### src/rtl/uart_alu_ctrl.sv
// uart_alu_ctrl: collects A, B and opcode bytes from the UART receiver,
// presents them to the ALU, then sends the ALU result through the transmitter.
// The optional inter-byte timeout is enabled with macro UART_ALU_CTRL_TIMEOUT_EN.
module uart_alu_ctrl #(
    parameter int unsigned NB_DATA        = 8,
    parameter int unsigned NB_OP          = 6,
    parameter int unsigned NB_TIMEOUT     = 20,
    parameter int unsigned TIMEOUT_CYCLES = 1000000
) (
    input  logic               i_clock,
    input  logic               i_reset,
    input  logic               i_rx_done_tick,
    input  logic [NB_DATA-1:0] i_rx_data,
    input  logic [NB_DATA-1:0] i_alu_result,
    input  logic               i_tx_done_tick,
    output logic [NB_DATA-1:0] o_data_a,
    output logic [NB_DATA-1:0] o_data_b,
    output logic [NB_OP-1:0]   o_op,
    output logic [NB_DATA-1:0] o_tx_data,
    output logic               o_tx_start,
    output logic               o_busy,
    output logic               o_frame_error
);

    // Reject parameter sets the timeout counter cannot represent.
    if ((TIMEOUT_CYCLES < 2) || (64'(TIMEOUT_CYCLES) >= (64'd1 << NB_TIMEOUT))) begin : g_bad_cfg
        $error("uart_alu_ctrl: TIMEOUT_CYCLES must be >= 2 and < 2**NB_TIMEOUT");
    end

    typedef enum logic [2:0] {
        ST_IDLE    = 3'd0,
        ST_WAIT_B  = 3'd1,
        ST_WAIT_OP = 3'd2,
        ST_EXEC    = 3'd3,
        ST_WAIT_TX = 3'd4
    } state_t;

    state_t             state;
    state_t             state_next;
    logic [NB_DATA-1:0] data_a_next;
    logic [NB_DATA-1:0] data_b_next;
    logic [NB_OP-1:0]   op_next;
    logic [NB_DATA-1:0] tx_data_next;
    logic               tx_start_next;
    logic               busy_next;
    logic               frame_error_next;

`ifdef UART_ALU_CTRL_TIMEOUT_EN
    logic [NB_TIMEOUT-1:0] cnt;
    logic [NB_TIMEOUT-1:0] cnt_next;
    logic                  timeout_hit;

    // Last idle cycle allowed before the partial frame is abandoned.
    assign timeout_hit = (cnt == NB_TIMEOUT'(TIMEOUT_CYCLES - 1));
`endif

    // Next-state and next-output decode; registers hold unless a byte is captured.
    always_comb begin
        state_next       = state;
        data_a_next      = o_data_a;
        data_b_next      = o_data_b;
        op_next          = o_op;
        tx_data_next     = o_tx_data;
        tx_start_next    = 1'b0;
        frame_error_next = 1'b0;
`ifdef UART_ALU_CTRL_TIMEOUT_EN
        cnt_next         = '0;
`endif

        case (state)
            ST_IDLE: begin
                if (i_rx_done_tick) begin
                    data_a_next = i_rx_data;
                    state_next  = ST_WAIT_B;
                end
            end

            ST_WAIT_B: begin
                if (i_rx_done_tick) begin
                    data_b_next = i_rx_data;
                    state_next  = ST_WAIT_OP;
                end
`ifdef UART_ALU_CTRL_TIMEOUT_EN
                else if (timeout_hit) begin
                    state_next       = ST_IDLE;
                    frame_error_next = 1'b1;
                end else begin
                    cnt_next = cnt + NB_TIMEOUT'(1);
                end
`endif
            end

            ST_WAIT_OP: begin
                if (i_rx_done_tick) begin
                    op_next    = i_rx_data[NB_OP-1:0];
                    state_next = ST_EXEC;
                end
`ifdef UART_ALU_CTRL_TIMEOUT_EN
                else if (timeout_hit) begin
                    state_next       = ST_IDLE;
                    frame_error_next = 1'b1;
                end else begin
                    cnt_next = cnt + NB_TIMEOUT'(1);
                end
`endif
            end

            ST_EXEC: begin
                tx_data_next  = i_alu_result;
                tx_start_next = 1'b1;
                state_next    = ST_WAIT_TX;
            end

            ST_WAIT_TX: begin
                if (i_tx_done_tick) begin
                    if (i_rx_done_tick) begin
                        // Next frame's first byte arrived with the transmit completion.
                        data_a_next = i_rx_data;
                        state_next  = ST_WAIT_B;
                    end else begin
                        state_next = ST_IDLE;
                    end
                end
            end

            default: begin
                state_next = ST_IDLE;
            end
        endcase

        busy_next = (state_next == ST_EXEC) || (state_next == ST_WAIT_TX);
    end

    // State and output registers.
    always_ff @(posedge i_clock or posedge i_reset) begin
        if (i_reset) begin
            state         <= ST_IDLE;
            o_data_a      <= '0;
            o_data_b      <= '0;
            o_op          <= '0;
            o_tx_data     <= '0;
            o_tx_start    <= 1'b0;
            o_busy        <= 1'b0;
            o_frame_error <= 1'b0;
        end else begin
            state         <= state_next;
            o_data_a      <= data_a_next;
            o_data_b      <= data_b_next;
            o_op          <= op_next;
            o_tx_data     <= tx_data_next;
            o_tx_start    <= tx_start_next;
            o_busy        <= busy_next;
            o_frame_error <= frame_error_next;
        end
    end

`ifdef UART_ALU_CTRL_TIMEOUT_EN
    // Inter-byte idle counter.
    always_ff @(posedge i_clock or posedge i_reset) begin
        if (i_reset) begin
            cnt <= '0;
        end else begin
            cnt <= cnt_next;
        end
    end
`endif

endmodule

### config.mk
export PLATFORM = sky130hd
export DESIGN_NAME = uart_alu_ctrl
export DESIGN_NICKNAME = d
export VERILOG_FILES = /design/src/rtl/uart_alu_ctrl.sv
export SDC_FILE = /design/constraint.sdc
export NUM_CORES = 1
export LEC_CHECK = 0
export CAP_MARGIN = 25
export CORE_MARGIN = 10
export CORE_UTILIZATION = 39
export DETAILED_ROUTE_END_ITERATION = 6
export GPL_ROUTABILITY_DRIVEN = 0
export GPL_TIMING_DRIVEN = 0
export PLACE_DENSITY_LB_ADDON = 0.08
export SETUP_SLACK_MARGIN = 0.3
export SYNTH_ARGS = -nofsm -noshare
export SYNTH_HDL_FRONTEND = slang
export SYNTH_SLANG_ARGS = --single-unit
### constraint.sdc
create_clock -name i_clock -period 1.4 [get_ports i_clock]
set_input_delay 0.42 -clock i_clock [delete_from_list [all_inputs] [get_ports i_clock]]
set_output_delay 0.42 -clock i_clock [all_outputs]
set_load 0.1 [all_outputs]
==> results of run 1 <==
[cell usage in the layout, fill, tap and decap left out, types with 2 or more instances in the layout]
cell type / n
mux2_4: 30
buf_4: 18
dfrtp_1: 14
clkbuf_8: 6
clkinvlp_4: 2
buf_6: 4
inv_2: 2
dfrtp_2: 21
buf_12: 33
clkdlybuf4s50_1: 17
dlygate4sd2_1: 2
[stage by stage]
stage,instance area (sq um),cells,utilization [%]
2_1_floorplan,1510,88,-
3_3_place_gp,2080,185,60.3
3_5_place_dp,2080,185,60.3
4_1_cts,2630,206,76.4
5_1_grt,2690,213,78.1
6_report,2690,213,78.1
[routing by layer]
metal	wire, um	vias to the layer above
met2	1960	43
met1	1600	503
met5	0	-
li1	-	458
met3	345	5
met4	31	0
[sequential cells by signal (all words and copies together), names as in the netlist]
| name | flops |
|---|---|
| o_op | 6 |
| o_busy | 1 |
| o_data_b | 8 |
| o_tx_start | 1 |
| state | 3 |
| o_data_a | 8 |
| o_tx_data | 8 |
[worst register-to-register path, cell delays in order (launching register included)]
cell and delay (ps):
dfrtp_2 450, nor4bb_2 270, buf_4 260, mux2_4 320
[synth_stat cells, drive strengths merged, types with 2 or more instances]
| master | count | area, sq um |
|---|---|---|
| nand2b | 2 | 20.0 |
| dfrtp | 35 | 876 |
| inv | 4 | 15.0 |
| mux2 | 30 | 390 |
| buf | 4 | 28.8 |
| or4b | 2 | 20.0 |
[cell type report]
cell class / instances / area (sq um)
multi-input cells: 45 / 582
fillers: 199 / 754
inverters: 4 / 18.8
well taps: 46 / 57.6
repair inverters: 1 / 7.51
flip-flops and latches: 35 / 902
clock inverters: 1 / 5.00
clock buffers: 7 / 86.3
repair buffers: 70 / 991
plain buffers: 4 / 37.5
[final timing paths]
check                              from      endpoint  slack (ps)  cells after the start
setup reg to reg               state[2]   o_data_b[5]         -10                      3
hold / removal             o_tx_data[4]  o_tx_data[4]         560                      1
setup / recovery               state[2]   o_data_b[5]         -10                      3
hold reg to reg            o_tx_data[4]  o_tx_data[4]         560                      1
max in group asynchronous       i_reset  o_tx_data[6]         510                      2
min in group asynchronous       i_reset  o_tx_data[5]         580                      2
[logic make-up (layout without fill, tap and decap cells)]
kind of cell	Yosys count	after routing	share of synthesized area, %
AO/OA/AOI/OAI	4	4	1.84
buffers and inverters	8	87	3.07
flip-flops	35	35	61.3
multiplexers	30	30	27.3
other	1	1	0.262
AND/OR/NAND/NOR	10	10	6.22
[what timing repair did]
action,in CTS,in global routing
pin swaps,3,0
buffers inserted,12,7
setup endpoints to repair,71,65
endpoints found under the hold margin,0,0
gates cloned,1,0
resized for setup,301,2
==> qor.txt, run 1 <==
outcome - complete, but fails checks
failing checks - negative setup slack
initial core utilization - 41.5%
Required @ worst endpoint - 1570 ps
Inserted Clock Buffers - 5
TritonCTS clock tree - built
Startpoint Class - register
Post-synth EDFFs - 0
M3 GR Usage - 6.12%
ys async rst share - 100%
post-detail-place hpwl - 2340 um
DR iter-0 viols - 83
grt total ovfl - 0
Sink Count - 35
via count - 1009
global-route wire length before repair - 6450 um
Max Clock Skew - 5.00 ps
die height - 80.5 um
CP max-delay cell - dfrtp_2
Largest stage delay, worst path - 450 ps
Final period util - 101%
GR Util met1 - 15.3%
drt first pass iters - 4
# DRC - 0
largest net degree at the start of global routing - 19
fin nets - 186
cts hold-fix bufs - 0
kind of critical path - register to register
core box area - 3440 sq um
vias per cell - 4.74
critical path arrival - 1580 ps
Reg clk slew, reported paths - 70 ps
WL final - 3940 um
Most Crowded Layer GR - met2
critical path peak fanout - 8
Root Driver - clkbuf_8
worst min path class - register to register
width of the die - 80.5 um
# IOs - 53
setup violators final - 8
unrepaired setup endpoints after global routing - true
Max Fclk - 708 MHz
Setup crit end kind - register
final critical-path required period - 1410 ps
CP top delay family - flip-flops
Buf/Inv on CP - 1
maximum root-to-sink buffer count - 2
H-tree levels - 2
synth-to-layout area growth - 88.1%
Max-Cap Viols - 0
ANT cells - 0
post-route setup slack - -13.1 ps
Final TNS setup - -61.9 ps
number of global-route vias before repair - 1128
IO Port Bufs - 51
Post-synth top flop - dfrtp_1
Post-Syn Area - 1430 sq um
row count - 21
sequential area share after synthesis - 61.3%
CP Cell Sequence - nor4bb_2 -> buf_4 -> mux2_4
Die ar. - 6490 sq um
met2 Track Usage GR - 20.3%
post-DR wirelength/cell - 18.5 um
GRT Util Overall - 12.9%
flop and latch count out of synthesis - 35
Place WS - -588 ps
Fin. Hold Viols - 0
Final Max Tran Viols - 0
Syn Inst Count - 88
Cell variety after synth - 22
initial antenna violation count - 0
Clk Latency, worst-skew pair - 280 ps
hold_ws - 556 ps
Antenna Violating Nets Remaining - 0
layout cells sized above 1 - 73.1%
YS warnings - 0
syn_area_per_cell - 16.2 sq um
syn_nets - 108
Power of run 1 is not shown: default switching activity piles up to over one toggle a cycle in this logic, so the estimate is an artifact.
==> run 2, diff against run 1 <==
PLACE_DENSITY = 0.75   (was default)
PLACE_DENSITY_LB_ADDON = default   (was 0.08)
==> run 2 against run 1 <==
Net effect:
- the flow still finishes with violations (negative setup slack)
- die area stayed put
- final area is 2.3% higher
- maximum frequency is 0.50% lower
- count of clock-buffer cells in the layout stayed put
- global-route usage is 0.48 points higher
- via count is 5.7% higher
- sequential share of layout area is 0.76 points lower
- critical path depth stayed put
- clock skew is 2.8 ps higher
- wire length is 27% higher
- sequential cell count stayed put
- largest cell class unchanged
==> qor.txt, run 2 (synthesis results as in run 1) <==
outcome - complete, but fails checks
failing checks - negative setup slack
Startpoint Class - register
Root Driver - clkbuf_8
commonest non-fill, non-tap cells in the layout - buf_12, mux2_4, buf_4
Levels on crit path - 3 (unchanged)
initial antenna violation count - 0 (unchanged)
FF/Latch Area - 902 sq um (unchanged)
setup violators final - 22 (+14)
CP Cell Sequence - nor4bb_2 -> buf_4 -> mux2_4
# DRC - 0 (unchanged)
core box area - 3440 sq um (unchanged)
CP top delay family - flip-flops
grt total ovfl - 0 (unchanged)
Clk Latency, worst-skew pair - 290 ps (about the same)
maximum root-to-sink buffer count - 2 (unchanged)
via count - 1067 (+5.7%)
kind of critical path - register to register
Die ar. - 6490 sq um (unchanged)
Filler cells - 166 (-17%)
post-route setup slack - -20.2 ps (-7.06 ps)
worst r2r path cells - 3 (unchanged)
drt first pass iters - 4 (unchanged)
final critical-path required period - 1420 ps (+7.06 ps)
Final period util - 101% (+0.50 points)
Reg clk slew, reported paths - 70 ps (about the same)
number of global-route vias before repair - 1066 (-5.5%)
width of the die - 80.5 um (unchanged)
Max Fclk - 704 MHz (-0.50%)
fin nets - 195 (+4.8%)
GRT Util Overall - 13.3% (+0.48 points)
Max Clock Skew - 7.75 ps (+2.75 ps)
multi-input logic area - 576 sq um (-1.1%)
worst min path class - register to register
Max-Cap Viols - 0 (unchanged)
Final Max Tran Viols - 0 (unchanged)
row count - 21 (unchanged)
layout cells sized above 1 - 72.7% (-0.33 points)
unrepaired setup endpoints after global routing - true
ANT cells - 0 (unchanged)
top flop regs - o_data_a: 8 flops, o_data_b: 8 flops, o_tx_data: 8 flops
synth-to-layout area growth - 92.5%
fin area - 2750 sq um (+2.3%)
WL final - 5000 um (+27%)
Sink Count - 35 (unchanged)
vias per cell - 4.81 (+1.5%)
critical path arrival - 1600 ps (+20 ps)
Fin. Hold Viols - 0 (unchanged)
most common cell after layout, fill and taps aside - buf_12
Inserted Clock Buffers - 5 (unchanged)
post-DR wirelength/cell - 22.5 um (+22%)
placed cell areas - 2080 sq um (unchanged)
Setup crit end kind - register
Required @ worst endpoint - 1580 ps (about the same)
initial core utilization - 41.5% (unchanged)
CP max-delay cell - dfrtp_2
TritonCTS clock tree - built
DR iter-0 viols - 72 (-13%)
IO Port Bufs - 51 (unchanged)
critical path peak fanout - 8 (unchanged)
largest net degree at the start of global routing - 36 (+17)
Largest stage delay, worst path - 450 ps (about the same)
Antenna Violating Nets Remaining - 0 (unchanged)
post-detail-place hpwl - 2530 um (+8.1%)
H-tree levels - 2 (unchanged)
global-route wire length before repair - 6380 um (-1.1%)
Hold Path Depth - 1 (unchanged)
# IOs - 53 (unchanged)
die height - 80.5 um (unchanged)
Buf/Inv on CP - 1 (unchanged)
cts hold-fix bufs - 0 (unchanged)
[run 2: final timing paths]
check	endpoint	start	slack (ps)
worst min register to register	o_op[3]	o_op[3]	560
worst min-delay path	o_op[3]	o_op[3]	560
max in group asynchronous	o_data_b[0]	i_reset	480
worst max register to register	o_data_b[2]	state[2]	-20
worst max-delay path	o_data_b[2]	state[2]	-20
min in group asynchronous	o_data_a[5]	i_reset	620
[run 2: layout make-up]
cell class | instances | share of cell area (%)
Tap cell | 46 | 2.09
Inverter | 4 | 0.682
Multi-Input combinational cell | 45 | 20.9
Timing Repair inverter | 1 | 0.273
Clock buffer | 7 | 2.78
Buffer | 4 | 1.36
Clock inverter | 1 | 0.182
Sequential cell | 35 | 32.8
Timing Repair Buffer | 79 | 38.9
[run 2: worst reg2reg max path: cells and delay by family, from the launching register on]
family | cells | cell delay (ps)
buffers and inverters | 1 | 250
DFF | 1 | 450
muxes | 1 | 330
and+or+nand+nor | 1 | 280
[run 2: timing repair]
action	CTS	global route
setup buffers	16	11
pin swaps	3	4
gates cloned	1	1
endpoints found under the setup margin	65	101
gates resized for setup	288	17
[run 2: metrics by stage]
stage | setup slack [ps] | util (%) | hold WS (ps) | cells | setup TNS [ps]
global route | -74.1 | 79.9 | 577 | 222 | -1190
finish | -20.2 | 79.9 | 562 | 222 | -205
floorplan | 61.5 | - | 366 | 88 | 0
CTS | 0.519 | 75.3 | 530 | 210 | 0
detailed placement | -580 | 60.3 | 478 | 185 | -28200
global placement | -526 | 60.3 | 469 | 185 | -27090
[run 2: metal layers]
metal	vias up	wire length [um]	GRT usage (%)
li1	477	-	-
met1	552	1950	14.4
met2	33	2720	22.9
met3	5	242	4.12
met4	0	89	6.87
met5	-	0	0
Power of run 2 is left out for the same reason.
==> patch, RTL diff (settings of run 1) <==
`NB_DATA`: 8 -> 7.
--- a/src/rtl/uart_alu_ctrl.sv
+++ b/src/rtl/uart_alu_ctrl.sv
@@ -2,7 +2,7 @@
 // presents them to the ALU, then sends the ALU result through the transmitter.
 // The optional inter-byte timeout is enabled with macro UART_ALU_CTRL_TIMEOUT_EN.
 module uart_alu_ctrl #(
-    parameter int unsigned NB_DATA        = 8,
+    parameter int unsigned NB_DATA        = 7,
     parameter int unsigned NB_OP          = 6,
     parameter int unsigned NB_TIMEOUT     = 20,
     parameter int unsigned TIMEOUT_CYCLES = 1000000
Ports: changed (5 resized); port bits go from 53 to 48. No check against the original RTL was run, so the function may have changed too.
==> patch against run 1 <==
- the flow still finishes with violations (setup timing)
- synthesized area fell by 9.5%
- critical path type unchanged
- final area fell by 9.4%
- worst hold slack got worse by 27 ps
- non-clock buffer count fell by 7
- maximum frequency fell by 2.3%
- sequential share of layout area rose by 0.54 points
- setup slack got worse by 33 ps
- via count fell by 7.6%
- sequential cell count fell by 3
- routed wire length fell by 9.5%
- critical path depth rose by 1
Power is left out: the tool's default activity adds up to more than one toggle a clock period on the data nets, which glitch-free logic cannot reach.
==> patch: results (changes against run 1) <==
Timing
  – Final setup violation count: 8 (unchanged)
  – Worst setup slack after layout: -46.0 ps (-32.9 ps)
  – Clk_skew: 11.2 ps (+6.15 ps)

CTS
  – CTS Buffer Depth: 2 (unchanged)
  – CTS clk-pin slew, worst paths: 100 ps (+30 ps)
  – Root Buffer: clkbuf_4
  – Clk_lat worst skew: 320 ps (+40 ps)

Worst setup path
  – Worst-path maximum fanout: 7 (-1)
  – R2R cell count: 4 (+1)
  – Crit-path max cell delay: 410 ps (-40 ps)
  – CP arrival: 1660 ps (+80 ps)
  – Top cell family by delay on the critical path: flip-flops
  – Crit path max-delay cell type: dfrtp_1

Detailed routing
  – DR vias: 932 (-7.6%)
  – Total Wirelength: 3560 um (-9.5%)
  – Post-route ant nets: 0 (unchanged)
  – Initial drt markers: 56 (-33%)
  – Drt first pass iters: 3 (-1)

GRT
  – First-pass GRT wire length: 5740 um (-11%)
  – Gr usage total: 12.0% (-0.84 points)
  – Number of global-route vias before repair: 1,118 (-0.89%)
  – Largest net degree at the start of global routing: 33 (+14)

Synthesis
  – Synth Flop Type: dfrtp_1
  – Post-synthesis sequential area ratio: 62.0% (+0.66 points)
  – Synth Area in Adders: 0% (unchanged)
  – Post-synthesis compound-gate area fraction: 2.03% (+0.19 points)
  – Post-synth top cells: dfrtp_1 (32), mux2_2 (12), mux2_1 (8)
  – Most area-consuming cells after synthesis: dfrtp_1 (62%), mux2_2 (10%), mux2_4 (8.1%)
  – Distinct cells, synth: 23 (+4.5%)
  – Mux share of post-synthesis cell area: 25.6% (-1.8 points)
  – Syn nets: 99 (-8.3%)

Layout
  – Nets: 170 (-8.6%)
  – Fillers: 199 (unchanged)
  – Antenna cells: 0 (unchanged)
  – Layout cell share with drive strength beyond 1: 75.2% (+2.1 points)
  – Largest regs: o_data_a (7), o_data_b (7), o_tx_data (7)

Outcome
  – Run status: finished with violations
  – Failing checks: setup timing

Placement
  – IO buf count: 46 (-9.8%)
  – Post-DP HPWL: 2150 um (-8.1%)

Min path
  – Hold Crit Class: input pin to asynchronous set/reset pin
==> patch: cell types whose count changed after synthesis, sizes merged <==
| cell | delta |
|---|---|
| buf | -1 |
| dfrtp | -3 |
| mux2 | -3 |
==> patch: what timing repair did <==
| action | in CTS | in global routing |
|---|---|---|
| hold buffers | 0 | 0 |
| resized for setup | 270 | 2 |
| endpoints found under the setup margin | 59 | 59 |
| setup buffers | 13 | 5 |
| pin swaps | 4 | 4 |
==> patch: per-layer routing <==
| metal | global-route usage [%] | wire length, um | vias to the layer above |
|---|---|---|---|
| met4 | 4.20 | 7 | 0 |
| met5 | 0 | 0 | - |
| met3 | 6.11 | 307 | 2 |
| li1 | - | - | 420 |
| met1 | 11.6 | 1340 | 475 |
| met2 | 21.7 | 1910 | 35 |
==> patch: cell families (layout without fill, tap and decap cells) <==
family | Yosys count | in the layout
AND/OR/NAND/NOR | 10 | 10
other | 1 | 1
flip-flops | 32 | 32
buffers and inverters | 7 | 79
AO/OA/AOI/OAI | 4 | 4
multiplexers | 27 | 27
==> patch: area by class of cell <==
| type | instances | area [sq um] | area share [%] |
|---|---|---|---|
| Clock inverter | 1 | 30.0 | 1.23 |
| Clock buffer | 7 | 65.1 | 2.67 |
| Tap cell | 44 | 55.1 | 2.26 |
| Sequential cell | 32 | 831 | 34.1 |
| Inverter | 4 | 18.8 | 0.770 |
| Timing Repair Buffer | 64 | 902 | 37.0 |
| Buffer | 3 | 26.3 | 1.08 |
| Multi-Input combinational cell | 42 | 508 | 20.9 |
==> patch: path summary, 6_finish.rpt <==
kind | slack, ps | endpoint | startpoint
setup / recovery | -50 | o_data_a[0] | state[0]
hold / removal | 530 | o_op[3] | i_reset
setup reg to reg | -50 | o_data_a[0] | state[0]
hold reg to reg | 560 | o_tx_data[5] | o_tx_data[5]
max in group asynchronous | 450 | o_tx_data[0] | i_reset
min in group i_clock | 560 | o_tx_data[5] | o_tx_data[5]
==> patch: worst reg2reg max path: stages, from the launching register on <==
cell and delay, ps:
dfrtp_1 410, nand2b_4 170, a211o_1 310, buf_6 160
mux2_4 300
==> patch: metrics by stage <==
stage / hold slack (ps) / setup TNS [ps] / instances / setup slack, ps / instance area (sq um)
floorplan: 348 / 0 / 81 / 55.0 / 1370
CTS: 534 / -9.21 / 192 / -5.45 / 2390
global placement: 483 / -24540 / 171 / -545 / 1890
global route: 575 / -1170 / 197 / -79.2 / 2440
detailed placement: 491 / -25360 / 171 / -561 / 1890
finish: 528 / -303 / 197 / -46.0 / 2440
